==> src/rtl/req_age_queue.sv <==
// req_age_queue: in-order request buffer that ages every resident entry each
// cycle and releases the head only after it has been resident AGE_LIMIT cycles.
// Requests with a negative or non-increasing timestamp are handshaked and
// discarded.
// Optional build macro REQ_QUEUE_STATS_EN enables the high-water mark, the
// drop counter and the simulation-only drop trace.
module req_age_queue #(
   parameter int DEPTH     = 16,
   parameter int ADDR_W    = 33,
   parameter int OP_W      = 2,
   parameter int TIME_W    = 32,
   parameter int AGE_W     = 8,
   parameter int AGE_LIMIT = 100
) (
   input  logic                     CPU_clock,
   input  logic                     rst,
   input  logic                     in_valid,
   output logic                     in_ready,
   input  logic [TIME_W-1:0]        in_time,
   input  logic [OP_W-1:0]          in_opcode,
   input  logic [ADDR_W-1:0]        in_addr,
   output logic                     out_valid,
   input  logic                     out_ready,
   output logic [TIME_W-1:0]        out_time,
   output logic [OP_W-1:0]          out_opcode,
   output logic [ADDR_W-1:0]        out_addr,
   output logic [AGE_W-1:0]         out_age,
   output logic [$clog2(DEPTH):0]   count,
   output logic                     full,
   output logic                     empty,
   output logic                     insert_flag,
   output logic                     exit_flag,
   output logic                     drop_flag,
   output logic [$clog2(DEPTH):0]   max_count,
   output logic [15:0]              drop_count
);

   localparam int PTR_W = $clog2(DEPTH);
   localparam int CNT_W = PTR_W + 1;
   localparam logic [AGE_W-1:0] AGE_LIM = AGE_W'(AGE_LIMIT);
   localparam logic [AGE_W-1:0] AGE_MAX = {AGE_W{1'b1}};

   logic [TIME_W-1:0] time_mem [DEPTH];
   logic [OP_W-1:0]   op_mem   [DEPTH];
   logic [ADDR_W-1:0] addr_mem [DEPTH];
   logic [AGE_W-1:0]  age_mem  [DEPTH];
   logic [DEPTH-1:0]  occ;

   logic [PTR_W-1:0]  wr_ptr;
   logic [PTR_W-1:0]  rd_ptr;
   logic [CNT_W-1:0]  count_q;
   logic [TIME_W-1:0] last_time_q;
   logic              first_q;

   logic push_hs;
   logic stale;
   logic is_drop;
   logic do_wr;
   logic do_pop;

   assign count    = count_q;
   assign full     = (count_q == CNT_W'(DEPTH));
   assign empty    = (count_q == '0);
   assign in_ready = !full;

   assign out_age    = empty ? '0 : age_mem[rd_ptr];
   assign out_time   = empty ? '0 : time_mem[rd_ptr];
   assign out_opcode = empty ? '0 : op_mem[rd_ptr];
   assign out_addr   = empty ? '0 : addr_mem[rd_ptr];
   assign out_valid  = !empty && (age_mem[rd_ptr] >= AGE_LIM);

   // Non-negative timestamps only reach the compare, so unsigned ordering is safe.
   assign push_hs = in_valid && in_ready;
   assign stale   = !first_q && (in_time <= last_time_q);
   assign is_drop = push_hs && (in_time[TIME_W-1] || stale);
   assign do_wr   = push_hs && !is_drop;
   assign do_pop  = out_valid && out_ready;

   // Payload storage; contents are only observed while the slot is occupied.
   always_ff @(posedge CPU_clock) begin
      if (do_wr) begin
         time_mem[wr_ptr] <= in_time;
         op_mem[wr_ptr]   <= in_opcode;
         addr_mem[wr_ptr] <= in_addr;
      end
   end

   // Per-slot occupancy and saturating age counters.
   always_ff @(posedge CPU_clock or posedge rst) begin
      if (rst) begin
         occ <= '0;
         for (int i = 0; i < DEPTH; i++) age_mem[i] <= '0;
      end else begin
         for (int i = 0; i < DEPTH; i++) begin
            if (do_wr && (wr_ptr == PTR_W'(i))) begin
               occ[i]     <= 1'b1;
               age_mem[i] <= '0;
            end else if (do_pop && (rd_ptr == PTR_W'(i))) begin
               occ[i]     <= 1'b0;
               age_mem[i] <= '0;
            end else if (occ[i] && (age_mem[i] != AGE_MAX)) begin
               age_mem[i] <= age_mem[i] + 1'b1;
            end
         end
      end
   end

   // Pointers wrap naturally at the power-of-two depth; count tracks push/pop.
   always_ff @(posedge CPU_clock or posedge rst) begin
      if (rst) begin
         wr_ptr  <= '0;
         rd_ptr  <= '0;
         count_q <= '0;
      end else begin
         if (do_wr)  wr_ptr <= wr_ptr + 1'b1;
         if (do_pop) rd_ptr <= rd_ptr + 1'b1;
         case ({do_wr, do_pop})
            2'b10:   count_q <= count_q + 1'b1;
            2'b01:   count_q <= count_q - 1'b1;
            default: count_q <= count_q;
         endcase
      end
   end

   // Ordering reference: last accepted timestamp, "first" allows any value.
   always_ff @(posedge CPU_clock or posedge rst) begin
      if (rst) begin
         last_time_q <= '0;
         first_q     <= 1'b1;
      end else if (do_wr) begin
         last_time_q <= in_time;
         first_q     <= 1'b0;
      end
   end

   // Single-cycle event pulses.
   always_ff @(posedge CPU_clock or posedge rst) begin
      if (rst) begin
         insert_flag <= 1'b0;
         exit_flag   <= 1'b0;
         drop_flag   <= 1'b0;
      end else begin
         insert_flag <= do_wr;
         exit_flag   <= do_pop;
         drop_flag   <= is_drop;
      end
   end

`ifdef REQ_QUEUE_STATS_EN
   logic [CNT_W-1:0] max_q;
   logic [15:0]      drop_q;

   assign max_count  = max_q;
   assign drop_count = drop_q;

   // High-water mark and saturating drop counter.
   always_ff @(posedge CPU_clock or posedge rst) begin
      if (rst) begin
         max_q  <= '0;
         drop_q <= '0;
      end else begin
         if (count_q > max_q) max_q <= count_q;
         if (is_drop && (drop_q != 16'hFFFF)) drop_q <= drop_q + 1'b1;
      end
   end

`ifndef SYNTHESIS
   // Simulation-only trace of discarded requests.
   always @(posedge CPU_clock) begin
      if (!rst && is_drop)
         $display("%t : DROPPED : time=%0d opcode=%0d addr=0x%h",
                  $time, in_time, in_opcode, in_addr);
   end
`endif
`else
   assign max_count  = '0;
   assign drop_count = '0;
`endif

endmodule
==> config.mk <==
export PLATFORM = sky130hd
export DESIGN_NAME = req_age_queue
export DESIGN_NICKNAME = d
export VERILOG_FILES = /design/src/rtl/req_age_queue.sv
export SDC_FILE = /design/constraint.sdc
export NUM_CORES = 2
export LEC_CHECK = 0
export BUFFER_PORTS_ARGS = -buffer_cell sky130_fd_sc_hd__buf_4
export CELL_PAD_IN_SITES_DETAIL_PLACEMENT = 1
export CELL_PAD_IN_SITES_GLOBAL_PLACEMENT = 1
export CORE_MARGIN = 5
export CORE_UTILIZATION = 45
export DETAILED_ROUTE_END_ITERATION = 8
export GPL_TIMING_DRIVEN = 0
export HOLD_SLACK_MARGIN = 0.02
export PLACE_DENSITY = 0.73
export RECOVER_POWER = 100
export SETUP_SLACK_MARGIN = 0.05
export SKIP_CTS_REPAIR_TIMING = 1
export SLEW_MARGIN = 20
export SYNTH_ARGS = -nofsm -noshare
export SYNTH_HDL_FRONTEND = slang
export SYNTH_SLANG_ARGS = --single-unit
==> constraint.sdc <==
create_clock -name CPU_clock -period 17.6 [get_ports CPU_clock]
set_clock_uncertainty 0.1 [all_clocks]
set_input_delay 2.64 -clock CPU_clock [delete_from_list [all_inputs] [get_ports CPU_clock]]
set_output_delay 2.64 -clock CPU_clock [all_outputs]
set_load 0.05 [all_outputs]
==> summary.txt <==
Status
  • Status: finished, violations left
  • Failing checks: capacitance limit, slew limit

Logic synthesis
  • Synth warn: 0
  • Async S/R FF share, synth: 0.153
  • Synth top area share: 0.623
  • Dominant cell type by area after synthesis: edfxtp_1
  • Syn Area/Cell: 19.6 µm²
  • FF+latch count, synth: 1265
  • Mapped Area: 51700 µm²
  • Top_reg_cell synth: edfxtp_1
  • Top cells by area, synth: edfxtp_1, mux4_2, dfrtp_1
  • Netlist cell types: 59
  • Post-Syn Instances: 2638
  • Number of synthesized flops with an enable pin: 1072
  • Seq/Total Area, Yosys: 0.716

Power and ir drop
  • Gate power share: 0.373
  • Reg power frac: 0.365
  • Max rail drop VDD: 0.115 mV
  • Power Dens Cells: 179 nW/µm²
  • Clock Power Share: 0.262
  • Final Power: 0.0105 W
  • Net switching fraction of the power: 0.374
  • Leakage: 19.3 nW
  • Net load switching power: 0.00393 W
  • Int Power: 0.00659 W

STA
  • Final min period: 12.19 ns
  • Worst Max-Slew Pin Slew: 4.51 ns
  • Setup violators final: 0
  • Final period utilization: 0.692
  • FMAX: 82.1 MHz
  • RSZ-0062 raised after global routing: no
  • Final hold vios: 0
  • Sum Neg Setup Slack: 0 ns
  • Final slew viol count: 666
  • Rel. slew slack: -2.00

Critical path
  • Req. time, crit path: 17.83 ns
  • Worst Setup Start Kind: input port
  • WP data arrival: 12.42 ns
  • Crit Path Category: input port to flop
  • CP max FO: 19
  • CP Capture Type: flop

Floorplan
  • Starting Density: 0.453
  • Core ar.: 114000 µm²
  • Die width: 349 µm
  • Die area: 122000 µm²
  • Row cnt: 124
  • Ports: 179
  • Die Y: 349 µm

Global routing
  • Antenna violations before repair: 18
  • Total GRT Usage: 0.235
  • First-pass GRT wire length: 208000 µm
  • Grt total ovfl: 0
  • Largest net degree at the start of global routing: 77
  • Via count of the first global-routing pass: 29800

Clock network
  • Clock insertion delay at the later pin of the skew report: 0.74 ns
  • Clk sink count: 1265
  • Cts bufs inserted: 132
  • CTS root buffer: clkbuf_16
  • Clk buf depth: 3
  • H-tree levels: 4
  • CTS clk-pin slew, worst paths: 0.06 ns
  • TritonCTS clock tree: done

Routing
  • Final ANT Viol Nets: 0
  • Max Used Layer: met5
  • # DRC: 0
  • Routed WL per cell: 30.5 µm
  • Drt total wl: 142000 µm
  • Met2 WL: 71300 µm
  • Routed vias/inst: 5.91
  • Post-Route M1 WL: 54700 µm
  • DR vias: 27500
  • 1st-pass router iterations: 6
  • WL met3: 11300 µm
  • Drt initial violations: 2731

Finish
  • Share of post-route cells with drive strength above 1: 0.205
  • Area Growth Syn to Fin: 13.4%
  • Final nets: 3150
  • Fin util: 0.514

Placed design
  • GPL Wtd Cong: 0.837
  • IO Port Bufs: 157
  • HPWL after detailed placement: 95300 µm

Min path
  • HP Class: flop to flop

Job
  • Max-Cap Viols: 35
power by group through the flow:
| stage | Combinational [W] | Sequential (W) | Clock [W] |
|---|---|---|---|
| floorplan | 0.00281 | 0.00381 | 0 |
| global placement | 0.00401 | 0.00388 | 0 |
| detailed placement | 0.00420 | 0.00388 | 0 |
| CTS | 0.00423 | 0.00383 | 0.00280 |
| global route | 0.00416 | 0.00387 | 0.00295 |
| finish | 0.00393 | 0.00384 | 0.00276 |
per-layer routing:
layer,track usage,vias to the layer above
met5,0,-
met4,0.0740,10
met3,0.0565,231
met2,0.391,1134
met1,0.308,14800
li1,-,11300
kinds of logic after synthesis:
group / after synthesis / share of synthesized area
fa+ha+maj: 61 / 0.0149
flops: 1265 / 0.716
mux: 423 / 0.171
xor+xnor: 123 / 0.0208
compound gates: 122 / 0.0179
buf+inv: 186 / 0.0165
other cells: 1 / 0.0000726
simple gates: 457 / 0.0421
cells in the final DEF (no fill, tap or decap), drive strengths merged, types with 37 or more instances in the layout:
cell and count:
edfxtp 1072, clkbuf 477, mux4 366, dfrtp 192, nor2 191, nor2b 74
xnor2 68, nand2 65, inv 64, ha 60, buf 58, xor2 55
o21ai 44, clkinv 40, nand4 37
through the flow:
step	cell area, µm²	hold WS, ns	std cells	setup slack, ns
after global routing	58600	0.406	4636	5.20
final	58600	0.389	4646	5.41
after detailed placement	56700	0.378	4396	9.62
after floorplan	51800	0.354	2658	9.55
after global placement	54800	0.367	4327	4.60
after CTS	60900	0.389	4635	8.80
sequential cells by signal (all words and copies together) (netlist names):
signal       cells
addr_mem       528
time_mem       512
age_mem        128
last_time_q     32
op_mem          32
occ             16
count            5
rd_ptr           4
wr_ptr           4
drop_flag        1
exit_flag        1
first_q          1
insert_flag      1
worst paths after layout:
check                      slack (ns)             from         endpoint  cells after the start
min in group asynchronous        2.52              rst      age_mem[49]                      2
max reg2reg                      7.57  last_time_q[26]   addr_mem[7][0]                     14
max in group asynchronous        9.71              rst  last_time_q[21]                      3
min                              0.39   last_time_q[4]   last_time_q[4]                      1
max                              5.41      in_time[31]   addr_mem[7][0]                     14
min reg2reg                      0.39   last_time_q[4]   last_time_q[4]                      1
critical path, cell delays in order:
cell	delay, ns
clkbuf_1	0.67
ha_1	0.30
nand4_1	0.17
or4_1	0.67
a311oi_1	0.68
nor3_1	0.57
clkinvlp_2	0.49
clkbuf_1	0.72
nand2_1	0.47
nor2_1	1.32
clkbuf_1	0.89
clkbuf_1	0.90
clkbuf_1	0.91
clkbuf_1	0.95
final cells by class:
cell class,count,area [µm²]
tap,1512,1890
clock inverter,58,532
inverter,58,220
timing repair buffer,226,871
multi-input combinational,1207,13700
fill,10600,55600
clock buffer,181,3700
antenna,11,27.5
buffer,128,621
sequential,1265,37000
cells in the mapped netlist (2+ instances only):
cell	count
edfxtp_1	1072
mux4_2	366
dfrtp_1	192
nor2_1	191
nor2b_1	74
xnor2_1	68
clkbuf_1	64
nand2_1	64
ha_1	60
inv_1	57
xor2_1	55
o21ai_0	40
nand4_1	37
nand3_1	36
buf_2	30
mux2_1	26
buf_4	23
mux2i_1	23
a21oi_1	17
nor3_1	13
o22ai_2	12
o21a_1	11
or2_2	9
or3_1	9
and2_1	8
mux2_2	8
buf_1	7
a221oi_1	6
and3_1	5
nand2b_1	5
buf_6	4
o21ai_1	4
o221ai_2	4
o32ai_2	4
a22o_1	3
o31ai_1	3
a21o_1	2
a22oi_1	2
o2111ai_1	2
o31a_1	2
or4_1	2
No activity file was read; power rests on OpenSTA's default activity.
